$ cat config.mk
export PLATFORM = sky130hd
export DESIGN_NAME = oam_dma_arbiter
export DESIGN_NICKNAME = d
export VERILOG_FILES = /design/src/rtl/oam_dma_arbiter_pkg.sv /design/src/rtl/oam_dma_engine.sv /design/src/rtl/oam_dma_arbiter.sv
export SDC_FILE = /design/constraint.sdc
export NUM_CORES = 1
export LEC_CHECK = 0
export CORE_MARGIN = 3
export CORE_UTILIZATION = 40
export CTS_BUF_LIST = sky130_fd_sc_hd__clkbuf_16
export DETAILED_ROUTE_END_ITERATION = 12
export PLACE_DENSITY_LB_ADDON = 0.12
export SLEW_MARGIN = 20
export SYNTH_ARGS = -nofsm -noshare
export SYNTH_HDL_FRONTEND = slang
export SYNTH_HIERARCHICAL = 1
export SYNTH_SLANG_ARGS = --single-unit
export TNS_END_PERCENT = 30
$ cat constraint.sdc
create_clock -name clk -period 3.4 [get_ports clk]
set_clock_uncertainty 0.15 [all_clocks]
set_input_delay 0.68 -clock clk [delete_from_list [all_inputs] [get_ports clk]]
set_output_delay 0.68 -clock clk [all_outputs]
set_load 0.05 [all_outputs]
$ cat src/rtl/oam_dma_arbiter_pkg.sv
// Shared types and constants for the OAM DMA bus arbiter.
// Imported by the DMA engine and the arbiter top.
package oam_dma_arbiter_pkg;

    typedef enum logic [1:0] {
        DMA_IDLE,
        DMA_ARM,
        DMA_XFER
    } dma_state_t;

    typedef enum logic [1:0] {
        RD_HRAM,
        RD_DREG,
        RD_MAIN,
        RD_BLOCKED
    } rd_src_t;

    localparam logic [15:0] OAM_BASE = 16'hFE00;
    localparam logic [15:0] HRAM_LO  = 16'hFF80;
    localparam logic [15:0] HRAM_HI  = 16'hFFFE;

    // Echo RAM sources fold back onto work RAM.
    function automatic logic [7:0] src_effective(
        input logic [7:0] src,
        input logic       mirror
    );
        return (mirror && src >= 8'hE0) ? src - 8'h20 : src;
    endfunction

endpackage

$ cat src/rtl/oam_dma_engine.sv
// OAM DMA sequencer: arm delay, per-byte slot counter and main bus drive.
// Bus drive outputs are only meaningful while the state is DMA_XFER.
module oam_dma_engine
    import oam_dma_arbiter_pkg::*;
#(
    parameter int SLOT_CYCLES = 4,
    parameter int DMA_LEN     = 160,
    parameter bit MIRROR_ECHO = 1'b1
) (
    input  logic        clk,
    input  logic        rst,
    input  logic        dreg_wr,
    input  logic [7:0]  dreg_wdata,
    input  logic [7:0]  mem_rdata,
    output dma_state_t  state,
    output logic [7:0]  dma_src,
    output logic [15:0] bus_addr,
    output logic        bus_we,
    output logic [7:0]  bus_wdata,
    output logic        busy,
    output logic        done
);

    localparam int PW = $clog2(SLOT_CYCLES);
    localparam logic [PW-1:0] LAST_PHASE = PW'(SLOT_CYCLES - 1);
    localparam logic [7:0]    LAST_IDX   = 8'(DMA_LEN - 1);

    logic [7:0]    idx;
    logic [PW-1:0] phase;
    logic [7:0]    src_eff;

    assign src_eff = src_effective(dma_src, MIRROR_ECHO);
    assign busy    = (state != DMA_IDLE);

    always_ff @(posedge clk) begin
        if (rst) begin
            state   <= DMA_IDLE;
            dma_src <= 8'h00;
            idx     <= 8'h00;
            phase   <= '0;
            done    <= 1'b0;
        end else begin
            done <= 1'b0;
            // A source write always wins and restarts from the arm delay.
            if (dreg_wr) begin
                dma_src <= dreg_wdata;
                state   <= DMA_ARM;
                idx     <= 8'h00;
                phase   <= '0;
            end else begin
                unique case (state)
                    DMA_ARM: begin
                        if (phase == LAST_PHASE) begin
                            state <= DMA_XFER;
                            phase <= '0;
                            idx   <= 8'h00;
                        end else begin
                            phase <= phase + 1'b1;
                        end
                    end
                    DMA_XFER: begin
                        if (phase == LAST_PHASE) begin
                            phase <= '0;
                            if (idx == LAST_IDX) begin
                                state <= DMA_IDLE;
                                idx   <= 8'h00;
                                done  <= 1'b1;
                            end else begin
                                idx <= idx + 8'h01;
                            end
                        end else begin
                            phase <= phase + 1'b1;
                        end
                    end
                    default: begin
                        phase <= '0;
                    end
                endcase
            end
        end
    end

    // Phase 0 reads the source byte, phase 1 writes it into OAM.
    always_comb begin
        bus_addr  = 16'h0000;
        bus_we    = 1'b0;
        bus_wdata = 8'h00;
        if (state == DMA_XFER) begin
            if (phase == PW'(0)) begin
                bus_addr = {src_eff, idx};
            end else if (phase == PW'(1)) begin
                bus_addr  = OAM_BASE + {8'h00, idx};
                bus_we    = !dreg_wr;
                bus_wdata = mem_rdata;
            end
        end
    end

endmodule

$ cat src/rtl/oam_dma_arbiter.sv
// Main bus arbiter between the CPU and the OAM DMA engine.
// HRAM stays reachable on its own port while DMA owns the main bus.
module oam_dma_arbiter
    import oam_dma_arbiter_pkg::*;
#(
    parameter int          SLOT_CYCLES  = 4,
    parameter int          DMA_LEN      = 160,
    parameter logic [15:0] DMA_REG_ADDR = 16'hFF46,
    parameter bit          MIRROR_ECHO  = 1'b1
) (
    input  logic        clk,
    input  logic        rst,
    input  logic [15:0] cpu_addr,
    input  logic        cpu_we,
    input  logic [7:0]  cpu_wdata,
    output logic [7:0]  cpu_rdata,
    output logic [15:0] mem_addr,
    output logic        mem_we,
    output logic [7:0]  mem_wdata,
    input  logic [7:0]  mem_rdata,
    output logic [6:0]  hram_addr,
    output logic        hram_we,
    output logic [7:0]  hram_wdata,
    input  logic [7:0]  hram_rdata,
    output logic        dma_busy,
    output logic        dma_done
);

    logic        in_hram;
    logic        in_dreg;
    logic        in_main;
    logic        idle;
    logic        dreg_wr;
    dma_state_t  eng_state;
    logic [7:0]  dma_src;
    logic [15:0] eng_addr;
    logic        eng_we;
    logic [7:0]  eng_wdata;
    rd_src_t     rd_sel;
    rd_src_t     rd_next;

    assign in_hram = (cpu_addr >= HRAM_LO) && (cpu_addr <= HRAM_HI);
    assign in_dreg = (cpu_addr == DMA_REG_ADDR);
    assign in_main = !in_hram && !in_dreg;
    assign idle    = (eng_state == DMA_IDLE);
    assign dreg_wr = in_dreg && cpu_we;

    assign hram_addr  = cpu_addr[6:0];
    assign hram_we    = cpu_we && in_hram;
    assign hram_wdata = cpu_wdata;

    oam_dma_engine #(
        .SLOT_CYCLES (SLOT_CYCLES),
        .DMA_LEN     (DMA_LEN),
        .MIRROR_ECHO (MIRROR_ECHO)
    ) u_engine (
        .clk        (clk),
        .rst        (rst),
        .dreg_wr    (dreg_wr),
        .dreg_wdata (cpu_wdata),
        .mem_rdata  (mem_rdata),
        .state      (eng_state),
        .dma_src    (dma_src),
        .bus_addr   (eng_addr),
        .bus_we     (eng_we),
        .bus_wdata  (eng_wdata),
        .busy       (dma_busy),
        .done       (dma_done)
    );

    // Bus held quiet during reset so an interrupted transfer cannot write.
    always_comb begin
        mem_addr  = 16'h0000;
        mem_we    = 1'b0;
        mem_wdata = 8'h00;
        if (!rst) begin
            if (!idle) begin
                mem_addr  = eng_addr;
                mem_we    = eng_we;
                mem_wdata = eng_wdata;
            end else begin
                mem_addr  = cpu_addr;
                mem_we    = cpu_we && in_main;
                mem_wdata = cpu_wdata;
            end
        end
    end

    always_comb begin
        rd_next = RD_MAIN;
        unique case (1'b1)
            in_hram: rd_next = RD_HRAM;
            in_dreg: rd_next = RD_DREG;
            default: rd_next = idle ? RD_MAIN : RD_BLOCKED;
        endcase
    end

    always_ff @(posedge clk) begin
        if (rst) begin
            rd_sel <= RD_MAIN;
        end else begin
            rd_sel <= rd_next;
        end
    end

    always_comb begin
        cpu_rdata = 8'hFF;
        unique case (rd_sel)
            RD_HRAM: cpu_rdata = hram_rdata;
            RD_DREG: cpu_rdata = dma_src;
            RD_MAIN: cpu_rdata = mem_rdata;
            default: cpu_rdata = 8'hFF;
        endcase
    end

endmodule
==> results_dict.tcl <==
set metrics [dict create \
    status "complete, no violations" \
    clkLatencyLatePin_ps 260 \
    wirelength_um 6730 \
    wl_per_cell_um 15.3 \
    grt_max_degree 30 \
    num_io_pins 94 \
    synthTopCellsByArea "dfxtp_1 (23%), nand2_1 (11%), a21oi_1 (9.2%), buf_4 (5.6%), ha_1 (5.0%)" \
    cts_tree "built" \
    clk_path_buf_depth 2 \
    crit_slowest_cell "clkdlybuf4s50_1" \
    n_fill_cell 416 \
    clk_pin_slew_worst_paths_ps 60 \
    ys.flop_type "dfxtp_1" \
    crit_family "simple AND/OR/NAND/NOR gates" \
    worstSetupStartpoint "cpu_addr[6]" \
    grt_antenna_before_repair 0 \
    synth_compound_area_share_pct 18.1 \
    grt_pass1_wl_um 11500 \
    crit_arrival_ps 2460 \
    start_kind "primary input" \
    hpwl_um 5300 \
    grt-ovfl-total 0 \
    critPathKind "primary input to primary output" \
    avgSynthCellArea_um2 6.92 \
    slew_headroom_pct 60.0 \
    hp-class "register to register" \
    holdBufCountCts 0 \
    ys_seq_elements 23 \
    muxShareOfSynthArea_pct 8.48 \
    p_per_area_mw_per_mm2 299 \
    synth_area_mm2 0.00201 \
    coreArea_mm2 0.00479 \
    drt_iter0_drc 123 \
    critPathMaxStageDelay_ps 500 \
    synth_simple_gate_area_share_pct 32.5 \
    synth_fa_ha_area_share_pct 4.99 \
    dp_slack_ps -83.6 \
    regToRegStartpoint "u_engine/state[0]" \
    synth_xor_area_share_pct 1.75 \
    final_nets 424 \
    yosysWarnings 6 \
    synth_cell_types 38 \
    place_area_mm2 0.00321 \
    route.detailed.drc 0 \
    crit_buf_inv 2 \
    vias 2265 \
    initial_core_util_pct 41.9 \
    fin_crit_ps 3290 \
    fmax_mhz 304 \
    cts_buffers 3 \
    required_ps 2570 \
    synth_edf_count 0 \
    p_leak_nw 1.29 \
    rsz0062_at_grt "no" \
    crit_chain "clkdlybuf4s50_1 > nand3_2 > nor4_4 > and3_4 > nor3_1 > nor3b_1 > a211o_2 > buf_8" \
    tightestPinTransition_ps 594 \
    antennaDiodeCount 0 \
    die_w_um 76.8 \
    finalCritPeriodShare_pct 96.9 \
    dr.pass1.iters 4 \
    min_from "u_engine/idx[1]" \
    root_buffer "clkbuf_16" \
    final_area_mm2 0.00332 \
    synth_top_family_by_area "simple AND/OR/NAND/NOR gates" \
    final_antenna_net_count 0 \
    ys_seq_area_share_pct 23.0 \
    via_per_inst 5.16 \
    cts_sinks 23 \
    die_area_mm2 0.00590 \
    drv_cap 0 \
    setup_ws_ps 105 \
    cts_setup_buffers 0 \
    portBuffers 93 \
    drive_above_1_share_pct 16.9 \
    yosys.area.top_type "dfxtp_1" \
    cp_max_fo 4 \
    grt_pass1_vias 2279 \
    ys_async_sr_fraction_pct 0 \
    cp-end-kind "primary output" \
    vdd_ir_drop_max_v 0.000232 \
    htreeDepth 1 \
    synthCells 290 \
    slew_violations 0 \
    synth_nets 341 \
    synth_top_area_share_pct 23.0 \
    gp_congestion 0.864 \
    area_delta_synth_final_pct 65.8 \
    grtUsageTotal_pct 23.5 \
    setup_viol 0 \
    die_h_um 76.8 \
    rows 25 \
    hold_viol_final 0 \
]
[placed cells by master, fill, tap and decap left out, drive strengths merged]
| cell | n |
|---|---|
| clkdlybuf4s50 | 64 |
| nand2 | 61 |
| buf | 41 |
| a21oi | 37 |
| dfxtp | 23 |
| nor2 | 22 |
| inv | 14 |
| and3 | 12 |
| and2 | 10 |
| nand4 | 9 |
| o21ai | 9 |
| mux2 | 8 |
| o22a | 8 |
| mux2i | 8 |
| ha | 8 |
| nand3 | 5 |
| xor2 | 4 |
| clkbuf | 3 |
| dlygate4sd2 | 3 |
| or2 | 2 |
| nor3b | 2 |
| and4 | 2 |
| or3b | 2 |
| or3 | 2 |
| nor4 | 2 |
| nand2b | 1 |
| o2bb2ai | 1 |
| nor2b | 1 |
| a211o | 1 |
| or4 | 1 |
| o31ai | 1 |
| clkinvlp | 1 |
| nor3 | 1 |
| o21bai | 1 |
| a41oi | 1 |
| a311oi | 1 |
[logic make-up after synthesis]
family | count (synthesis)
AOI/OAI and AO/OA | 60
xor gates and xnor gates | 4
adders and majority gates | 8
buffers and inverters | 44
DFF | 23
muxes | 16
and+or+nand+nor | 135
[registers in the layout, indices dropped and copies added (netlist names)]
register	count
u_engine/done	1
u_engine/state	2
u_engine/idx	8
u_engine/phase	2
u_engine/dma_src	8
rd_sel	2
[layer usage]
metal  vias up  part of all wire [%]  track usage, %
li1       1142                     -               -
met1      1051                    45            30.5
met2        63                    49            39.7
met3         9                   4.7            4.23
met4         0                   1.2            6.16
met5         -                     0               0
[final cells by class]
class                           count  area (um^2)  area share (%)
Sequential cell                    23          460            13.9
Tap cell                           67         83.8            2.52
Clock buffer                        3         75.1            2.26
Clock inverter                      1         7.51           0.226
Multi-Input combinational cell    223         1350            40.6
Inverter                           14         52.6            1.58
Timing Repair Buffer              108         1290            39.0
[Yosys cell counts, drive strengths merged, types with 2 or more instances]
cell type  instances
nor4               2
or2                2
o22a               8
or3b               2
nand4              9
nand2             61
dfxtp             23
buf               19
and3              12
nor3b              2
and2              10
o21ai              9
nor2              22
or3                2
ha                 8
mux2               8
and4               2
mux2i              8
a21oi             37
nand3              5
inv               14
xor2               4
clkbuf            11
[power breakdown]
group	switching [mW]	internal, mW
clock network	0.104	0.160
logic	0.257	0.194
registers	0.00518	0.273
[what timing repair did]
item / CTS / global route
pin swaps: 4 / 1
setup endpoints to repair: 1 / 1
endpoints found under the hold margin: 0 / 0
resized for setup: 8 / 2
[worst min-delay path, stage by stage (launching register included)]
cell	delay, ps
dfxtp_1	340
nand2_1	60
a21oi_1	50
[path summary, 6_finish.rpt]
path / end / slack [ps] / cells past startpoint
worst min register to register: u_engine/idx[1] / 350 / 2
worst min-delay path: u_engine/idx[1] / 350 / 2
worst max-delay path: mem_we / 110 / 8
worst max register to register: u_engine/idx[0] / 1270 / 7
[per-stage QoR]
stage	utilization (%)	setup TNS, ps	cells	hold WS (ps)	total power [mW]
finish	69.5	0	439	348	0.993
global placement	67.0	-30.7	435	323	0.729
detailed placement	67.0	-83.6	435	337	0.732
floorplan	-	0	290	301	0.529
CTS	69.3	0	439	345	0.998
global route	69.5	0	439	372	1.03
No activity file was read; power rests on OpenSTA's default activity.
==> variant: new RTL, config.mk and constraints unchanged <==
`SLOT_CYCLES` is set to 4 in 2 places; all go to 8.
--- a/src/rtl/oam_dma_engine.sv
+++ b/src/rtl/oam_dma_engine.sv
@@ -5,3 +5,3 @@
 #(
-    parameter int SLOT_CYCLES = 4,
+    parameter int SLOT_CYCLES = 8,
     parameter int DMA_LEN     = 160,
--- a/src/rtl/oam_dma_arbiter.sv
+++ b/src/rtl/oam_dma_arbiter.sv
@@ -5,3 +5,3 @@
 #(
-    parameter int          SLOT_CYCLES  = 4,
+    parameter int          SLOT_CYCLES  = 8,
     parameter int          DMA_LEN      = 160,
Function: changed (Yosys sat finds a counterexample within 10 cycles, from zero or initial values and one cycle with rst high).
==> variant against the unedited design <==
Area after synthesis rose by 4.8%; worst setup slack worse by 0.047 ns; wire length grew 3.7%; power shrank 5.9%; final area rose by 5.8%; die area up 4.4%; hold slack better by 0.014 ns; critical path depth is 1 higher; sequential cell count increased by 1.
==> variant: results <==
metrics = {
    "setup_path": {
        "worstPathArrival_ns": 2.51,
        "critPathMaxFanout": 2,
    },
    "cells_and_area": {
        "fin_util_pct": 71.6,
        "num-nonclk-inverters": 10,
        "final-seq-area_um2": 480,
        "layout-drive-gt1-share_pct": 20.8,
        "fin_nets": 442,
        "multi_input_cells": 232,
        "fillCellCount": 405,
        "n_all_buffers": 119,
        "clock_cell_area_share_pct": 2.99,
        "top_regs": "u_engine/dma_src (8), u_engine/idx (8), u_engine/phase (3)",
        "multi_input_area_um2": 1430,
    },
    "placement": {
        "dp_hpwl_mm": 5.29,
        "gp_congestion": 0.905,
        "postPlaceCellArea_um2": 3300,
        "pre_cts_ws_ns": -0.217,
    },
    "clock_network": {
        "cts_setup_buffers": 10,
        "cts_resized": 11,
        "root_buffer": "clkbuf_16",
    },
    "grt": {
        "grt.met1_usage_pct": 30.3,
        "grt_usage_pct": 22.1,
        "gr-usage-met2_pct": 36.6,
        "grt_max_degree": 27,
        "grt_pass1_vias": 2229,
        "grt_pass1_wl_mm": 11.1,
    },
    "route": {
        "drt-total-wl_mm": 6.97,
        "wl_met1_mm": 3.19,
        "met3WireLength_um": 473,
        "wl_met2_mm": 3.28,
        "wl_per_cell_um": 15.3,
        "dr_total_vias": 2348,
    },
    "power_and_ir_drop": {
        "p_comb_uw": 319,
        "switchingPower_uw": 271,
        "ir_worst_vdd_v": 0.000220,
        "p_leak_uw": 0.00140,
        "swShare_pct": 29.1,
    },
    "yosys": {
        "syn_inst": 297,
        "netlist_top_cells_count": "nand2_1 (55), a21oi_1 (33), nor2_1 (32), dfxtp_1 (24), and2_1 (19)",
        "synth.area.top_cells": "dfxtp_1 (23%), nand2_1 (9.8%), a21oi_1 (7.9%)",
        "yosysUniqueCellTypes": 43,
        "yosysSeqAreaShare_pct": 22.9,
    },
    "sta": {
        "worst_slew_pin_slew_ns": 0.529,
    },
    "run_status": {
        "status": "completed",
    },
}
-- variant: cell count changes in the layout (fill, tap and decap cells not counted), moves of 4 or more --
cell | unedited run | this run
and2_1 | 10 | 19
inv_1 | 14 | 10
and3_1 | 10 | 3
a21oi_1 | 37 | 33
nor2_1 | 22 | 32
nand2_1 | 60 | 55
buf_4 | 15 | 26
-- variant: logic make-up (layout without fill, tap and decap cells) --
logic type / after synthesis / after routing / share of synthesized area, %
adders and majority gates: 9 / 9 / 5.36
muxes: 17 / 17 / 8.57
and+or+nand+nor: 145 / 145 / 33.7
DFF: 24 / 24 / 22.9
AOI/OAI and AO/OA: 57 / 57 / 17.3
buffers and inverters: 41 / 133 / 10.5
xor gates and xnor gates: 4 / 4 / 1.67
-- variant: worst paths after layout --
check                                  endpoint  slack, ns  depth (start not counted)
worst max-delay path                     mem_we       0.06                          9
worst min-delay path            u_engine/idx[7]       0.36                          2
worst max register to register  u_engine/idx[7]       1.38                          7
worst min register to register  u_engine/idx[7]       0.36                          2
